## config.mk

```make
export PLATFORM = sky130hd
export DESIGN_NAME = lut_cfg_chain_loader
export DESIGN_NICKNAME = d
export VERILOG_FILES = /design/src/rtl/lut_cfg_pkg.sv /design/src/rtl/lut_cfg_crc16.sv /design/src/rtl/lut_cfg_chain_loader.sv
export SDC_FILE = /design/constraint.sdc
export NUM_CORES = 1
export LEC_CHECK = 0
export CAP_MARGIN = 20
export CELL_PAD_IN_SITES_DETAIL_PLACEMENT = 1
export CELL_PAD_IN_SITES_GLOBAL_PLACEMENT = 1
export CORE_MARGIN = 3
export CORE_UTILIZATION = 33
export DETAILED_ROUTE_END_ITERATION = 16
export PLACE_DENSITY_LB_ADDON = 0.25
export SETUP_SLACK_MARGIN = 0.05
export SYNTH_ARGS = -nofsm -noshare
export SYNTH_HDL_FRONTEND = slang
export SYNTH_SLANG_ARGS = --single-unit
export TNS_END_PERCENT = 1
```

## constraint.sdc

```tcl
create_clock -name clk -period 2.05 [get_ports clk]
set_clock_uncertainty 0.15 [all_clocks]
set_input_delay 0.3075 -clock clk [delete_from_list [all_inputs] [get_ports clk]]
set_output_delay 0.3075 -clock clk [all_outputs]
set_load 0.05 [all_outputs]
```

## src/rtl/lut_cfg_pkg.sv

```systemverilog
// Shared types and constants for the LUT configuration chain loader.
package lut_cfg_pkg;

  localparam int unsigned LUT_WORD_W  = 16;
  localparam int unsigned WORDS_CNT_W = 9;
  localparam int unsigned BIT_CNT_W   = 4;
  localparam int unsigned GAP_CNT_W   = 4;

  localparam logic [LUT_WORD_W-1:0] CRC16_POLY = 16'h1021;
  localparam logic [LUT_WORD_W-1:0] CRC16_INIT = 16'hFFFF;

  typedef enum logic [2:0] {
    IDLE   = 3'd0,
    FETCH  = 3'd1,
    SHIFT  = 3'd2,
    GAP    = 3'd3,
    FINISH = 3'd4
  } cfg_state_t;

  // One MSB-first CRC-16-CCITT step for a single serial bit.
  function automatic logic [LUT_WORD_W-1:0] crc16_next(
    input logic [LUT_WORD_W-1:0] crc,
    input logic                  data_bit
  );
    logic fb;
    fb = crc[LUT_WORD_W-1] ^ data_bit;
    return {crc[LUT_WORD_W-2:0], 1'b0} ^ (fb ? CRC16_POLY : '0);
  endfunction

endpackage

```

## src/rtl/lut_cfg_crc16.sv

```systemverilog
// Serial CRC-16-CCITT accumulator, one bit per enabled clock.
module lut_cfg_crc16
  import lut_cfg_pkg::*;
(
  input  logic                  clk,
  input  logic                  reset,
  input  logic                  init,
  input  logic                  en,
  input  logic                  data_bit,
  output logic [LUT_WORD_W-1:0] crc
);

  always_ff @(posedge clk) begin
    if (reset || init) begin
      crc <= CRC16_INIT;
    end else if (en) begin
      crc <= crc16_next(crc, data_bit);
    end
  end

endmodule

```

## src/rtl/lut_cfg_chain_loader.sv

```systemverilog
// LUT configuration chain loader: shifts 16-bit truth tables MSB first into the chain.
// Define LUT_CFG_CRC_EN to add a CRC-16-CCITT over every bit driven onto the chain.
module lut_cfg_chain_loader
  import lut_cfg_pkg::*;
#(
  parameter int unsigned NUM_LUTS   = 8,
  parameter int unsigned WORD_W     = 16,
  parameter int unsigned GAP_CYCLES = 0
) (
  input  logic                   clk,
  input  logic                   reset,
  input  logic                   start,
  input  logic                   abort,
  input  logic                   word_valid,
  input  logic [LUT_WORD_W-1:0]  word_data,
  output logic                   word_ready,
  output logic                   cfg_head,
  output logic                   cfg_shift_en,
  output logic                   busy,
  output logic                   done,
  output logic                   aborted,
  output logic [WORDS_CNT_W-1:0] words_loaded,
  output logic [LUT_WORD_W-1:0]  crc_out
);

  localparam logic [BIT_CNT_W-1:0]   LAST_BIT   = BIT_CNT_W'(LUT_WORD_W - 1);
  localparam logic [GAP_CNT_W-1:0]   GAP_LAST   = GAP_CNT_W'(GAP_CYCLES > 0 ? GAP_CYCLES - 1 : 0);
  localparam logic [WORDS_CNT_W-1:0] WORDS_MAX  = WORDS_CNT_W'(NUM_LUTS);
  localparam logic [WORDS_CNT_W-1:0] WORDS_LAST = WORDS_CNT_W'(NUM_LUTS - 1);

  // Reject unsupported parameterisations at elaboration.
  if (WORD_W != LUT_WORD_W) begin : g_word_w_check
    $error("lut_cfg_chain_loader: WORD_W must be 16");
  end
  if (NUM_LUTS < 1 || NUM_LUTS > 256) begin : g_num_luts_check
    $error("lut_cfg_chain_loader: NUM_LUTS must be 1..256");
  end
  if (GAP_CYCLES > 15) begin : g_gap_check
    $error("lut_cfg_chain_loader: GAP_CYCLES must be 0..15");
  end

  cfg_state_t             state;
  logic [LUT_WORD_W-1:0]  shift_q;
  logic [BIT_CNT_W-1:0]   bit_cnt;
  logic [GAP_CNT_W-1:0]   gap_cnt;
  logic                   shift_en_q;
  logic                   abort_hit_c;

  assign abort_hit_c = abort && (state != IDLE);

  // Abort must stop the chain in the very cycle it is seen, so it gates the registered enable.
  assign cfg_shift_en = shift_en_q && !abort;
  assign cfg_head     = shift_q[LUT_WORD_W-1];

  always_ff @(posedge clk) begin
    if (reset) begin
      state        <= IDLE;
      shift_q      <= '0;
      bit_cnt      <= '0;
      gap_cnt      <= '0;
      shift_en_q   <= 1'b0;
      word_ready   <= 1'b0;
      busy         <= 1'b0;
      done         <= 1'b0;
      aborted      <= 1'b0;
      words_loaded <= '0;
    end else begin
      done    <= 1'b0;
      aborted <= 1'b0;
      if (abort_hit_c) begin
        state      <= IDLE;
        aborted    <= 1'b1;
        busy       <= 1'b0;
        word_ready <= 1'b0;
        shift_en_q <= 1'b0;
        shift_q    <= '0;
        bit_cnt    <= '0;
        gap_cnt    <= '0;
      end else begin
        unique case (state)
          IDLE: begin
            if (start) begin
              state        <= FETCH;
              busy         <= 1'b1;
              word_ready   <= 1'b1;
              words_loaded <= '0;
            end
          end
          FETCH: begin
            if (word_valid) begin
              shift_q    <= word_data;
              bit_cnt    <= '0;
              state      <= SHIFT;
              word_ready <= 1'b0;
              shift_en_q <= 1'b1;
            end
          end
          SHIFT: begin
            // Zeros fill from the right, so the head idles at 0 once a word has drained.
            shift_q <= {shift_q[LUT_WORD_W-2:0], 1'b0};
            bit_cnt <= bit_cnt + BIT_CNT_W'(1);
            if (bit_cnt == LAST_BIT) begin
              shift_en_q <= 1'b0;
              if (words_loaded != WORDS_MAX) begin
                words_loaded <= words_loaded + WORDS_CNT_W'(1);
              end
              if (words_loaded == WORDS_LAST) begin
                state <= FINISH;
                done  <= 1'b1;
                busy  <= 1'b0;
              end else if (GAP_CYCLES > 0) begin
                state   <= GAP;
                gap_cnt <= '0;
              end else begin
                state      <= FETCH;
                word_ready <= 1'b1;
              end
            end
          end
          GAP: begin
            if (gap_cnt == GAP_LAST) begin
              state      <= FETCH;
              word_ready <= 1'b1;
              gap_cnt    <= '0;
            end else begin
              gap_cnt <= gap_cnt + GAP_CNT_W'(1);
            end
          end
          FINISH: begin
            state <= IDLE;
          end
          default: begin
            state <= IDLE;
          end
        endcase
      end
    end
  end

`ifdef LUT_CFG_CRC_EN
  logic crc_init_c;

  assign crc_init_c = (state == IDLE) && start;

  lut_cfg_crc16 u_crc (
    .clk      (clk),
    .reset    (reset),
    .init     (crc_init_c),
    .en       (cfg_shift_en),
    .data_bit (cfg_head),
    .crc      (crc_out)
  );
`else
  assign crc_out = '0;
`endif

endmodule
```

==> results.json <==
{
  "status": "completed",
  "multi_input_area_um2": 1180,
  "vias_per_cell": 5.082,
  "area_growth_pct": 28.35,
  "wl_per_cell_um": 14.50,
  "hold_viol_final": 0,
  "syn-mean-instance-area_um2": 8.647,
  "worst_setup_path_start_kind": "flop",
  "cellPowerDensity_nw_per_um2": 639.8,
  "hold_class": "reg2reg",
  "worstSetupPathType": "reg2reg",
  "finalPower_uw": 1754,
  "drt_iter0_markers": 55,
  "gr-max-usage-layer": "met2",
  "slew_viol_final": 0,
  "setup_viol": 0,
  "setup_slack_ps": 68.73,
  "start_util_pct": 35.04,
  "clk_pin_slew_ps": 70,
  "fp.coreArea_um2": 6096,
  "ys_types": 39,
  "grt_overflow": 0,
  "netlist_area_um2": 2136,
  "fin_crit_sh_pct": 96.65,
  "drt-total-wl_mm": 5.294,
  "r2r_end": "words_loaded[7]",
  "maxCapViolCount": 0,
  "dp_cells": 357,
  "seq_area_frac_synth_pct": 38.43,
  "synth_area_leaders": "dfxtp_1, mux2i_1, a211oi_1, nor2_1, buf_4",
  "worst_pin_slew_ps": 508.8,
  "place.gp.congestion": 0.7681,
  "reg2reg_slack_ps": 70,
  "arrival_ps": 2060,
  "grt_pass1_wl_mm": 9.039,
  "grt_pass1_vias": 1842,
  "drt_pass1_iterations": 4,
  "antenna_found_initial": 0,
  "die-area_um2": 7474,
  "grtUsageTotal_pct": 15.18,
  "rr_worst_depth": 4,
  "syn_inst": 247,
  "hold_buffers": 0,
  "cts-root-buf": "clkbuf_8",
  "port_buffers": 35,
  "cts_tree": "done",
  "required_ps": 2130,
  "cp_max_fo": 9,
  "synth-seq-cells": 41,
  "yosys.area.top_type": "dfxtp_1",
  "cts.sinks": 41,
  "cts-htree-levels": 2,
  "critPathCaptureType": "flop",
  "fin_util_pct": 44.97,
  "cts_buffers": 5,
  "worstHoldPathCells": 1,
  "clock.fmax_mhz": 504.7,
  "stdcell_count": 365,
  "final_nets": 315,
  "n_fill_cell": 733,
  "die_h_um": 86.45,
  "antenna_left": 0,
  "hold_end": "bit_cnt[3]",
  "ir_drop_mv": 0.2803,
  "io_pins": 52,
  "row_count": 28,
  "place_worst_setup_slack_ps": -301.6,
  "clk_latency_ps": 290,
  "yosysWarningCount": 0,
  "r2r-start": "words_loaded[5]",
  "final-seq-area_um2": 832.0,
  "dp_hpwl_mm": 3.904,
  "drc": 0,
  "die_x_um": 86.45,
  "grt_use_met1_pct": 20.29,
  "drive_gt1_share_pct": 16.90,
  "vias": 1855,
  "grtUsageMet2_pct": 24.06,
  "grt_max_degree": 31,
  "gr-usage-met3_pct": 3.802,
  "slew_headroom_pct": 65.90,
  "yosysTopAreaCellShare_pct": 38.43,
  "leakagePower_uw": 0.001092,
  "antennaDiodeCount": 0,
  "period_needed_ps": 1981,
  "fin_setup_tns_ps": 0,
  "min_from": "bit_cnt[3]",
  "rsz0062_at_grt": "true",
  "clk_path_buf_depth": 2
}
[power by group]
part | switching [µW] | leakage [µW] | internal (µW)
clock | 271 | 0.0000450 | 236
sequential | 21.9 | 0.000336 | 833
combinational | 236 | 0.000711 | 156
[through the flow]
stage          hold WS [ps]  cell area [µm²]
4_1_cts               325.4             2721
2_1_floorplan         278.7             2202
3_5_place_dp          310.8             2625
5_1_grt               364.4             2741
6_report              325.3             2741
3_3_place_gp          298.9             2625
[Yosys cell counts]
cell type	count
nand4b_1	1
nor4bb_1	1
mux2i_1	18
ha_1	5
a31oi_1	2
buf_6	1
nand3_1	9
buf_4	16
xnor2_1	1
nand4_1	3
nor3_1	9
o21ai_0	5
nor3b_1	6
or3b_1	1
a31o_2	1
nor2_1	33
a32o_1	7
nand3b_1	3
o31ai_1	1
inv_1	7
o211ai_2	3
buf_1	1
buf_2	5
a22oi_1	1
and3b_1	1
nand2_1	11
nor4b_1	1
or4_4	2
and3_1	1
clkbuf_1	11
dfxtp_1	41
a211oi_1	17
a22o_1	1
nor2b_1	3
clkinv_1	1
conb_1	1
a2111oi_0	1
nor4_1	4
a21oi_1	11
[what timing repair did]
item	4_1_cts	5_1_grt
resized for setup	3	6
pin swaps	0	3
endpoints found under the setup margin	9	12
buffers inserted	0	0
[cells in the final DEF, fill, tap and decap left out, types with 2 or more instances in the layout]
master,n
dfxtp_4,2
dfxtp_2,3
clkbuf_8,5
clkinv_2,2
o21ai_0,5
nor4_1,3
nand2_1,11
or4_4,2
inv_1,7
mux2i_1,18
nor2b_1,3
a21oi_1,11
ha_1,5
nand3_1,9
conb_1,16
nor3_1,7
buf_12,3
a31oi_1,2
nor3b_1,6
nand3b_1,3
dlymetal6s2s_1,3
nor3_2,2
o211ai_2,3
nor2_1,33
a32o_1,7
a211oi_1,17
buf_4,22
nand4_1,3
clkdlybuf4s50_1,26
dfxtp_1,36
[layer usage]
layer	wire length [µm]	share of wire [%]
met1	2508	47
met2	2526	48
met3	198	3.7
met4	61	1.2
met5	0	0
[worst max-delay path, stage by stage, from the launching register on]
cell and delay [ps]:
dfxtp_4 340, or4_4 570, or4_4 590, o211ai_2 90
a32o_1 180
[cell type report]
class | instances | area share [%]
Timing Repair Buffer | 54 | 19.08
Inverter | 8 | 1.095
Tap cell | 75 | 3.423
Multi-Input combinational cell | 179 | 43.04
Clock inverter | 2 | 0.3651
Sequential cell | 41 | 30.35
Clock buffer | 6 | 2.647
[how the worst max path moves through the flow]
stage	from	end	slack, ps	cells after the start
floorplan	words_loaded[5]	words_loaded[2]	40	5
global placement	start	words_loaded[8]	-290	5
detailed placement	start	words_loaded[6]	-300	5
CTS	words_loaded[6]	words_loaded[6]	30	2
global route	words_loaded[8]	words_loaded[4]	9	4
finish	words_loaded[5]	words_loaded[7]	70	4
[cells by family after synthesis]
| family | count (synthesis) | synth area share (%) |
|---|---|---|
| XOR/XNOR | 1 | 0.4102 |
| AO/OA/AOI/OAI | 50 | 17.28 |
| flip-flops | 41 | 38.43 |
| adder cells (fa/ha/maj) | 5 | 2.929 |
| buffers and inverters | 42 | 10.84 |
| other | 1 | 0.1756 |
| AND/OR/NAND/NOR | 89 | 21.50 |
| multiplexers | 18 | 8.436 |
[flip-flops by register name (all words and copies together), names as in the netlist]
signal	flops
busy	1
shift_q	16
aborted	1
gap_cnt	4
shift_en_q	1
word_ready	1
bit_cnt	4
words_loaded	9
state	3
done	1
Note: power is estimated with default switching activity, not from simulation.
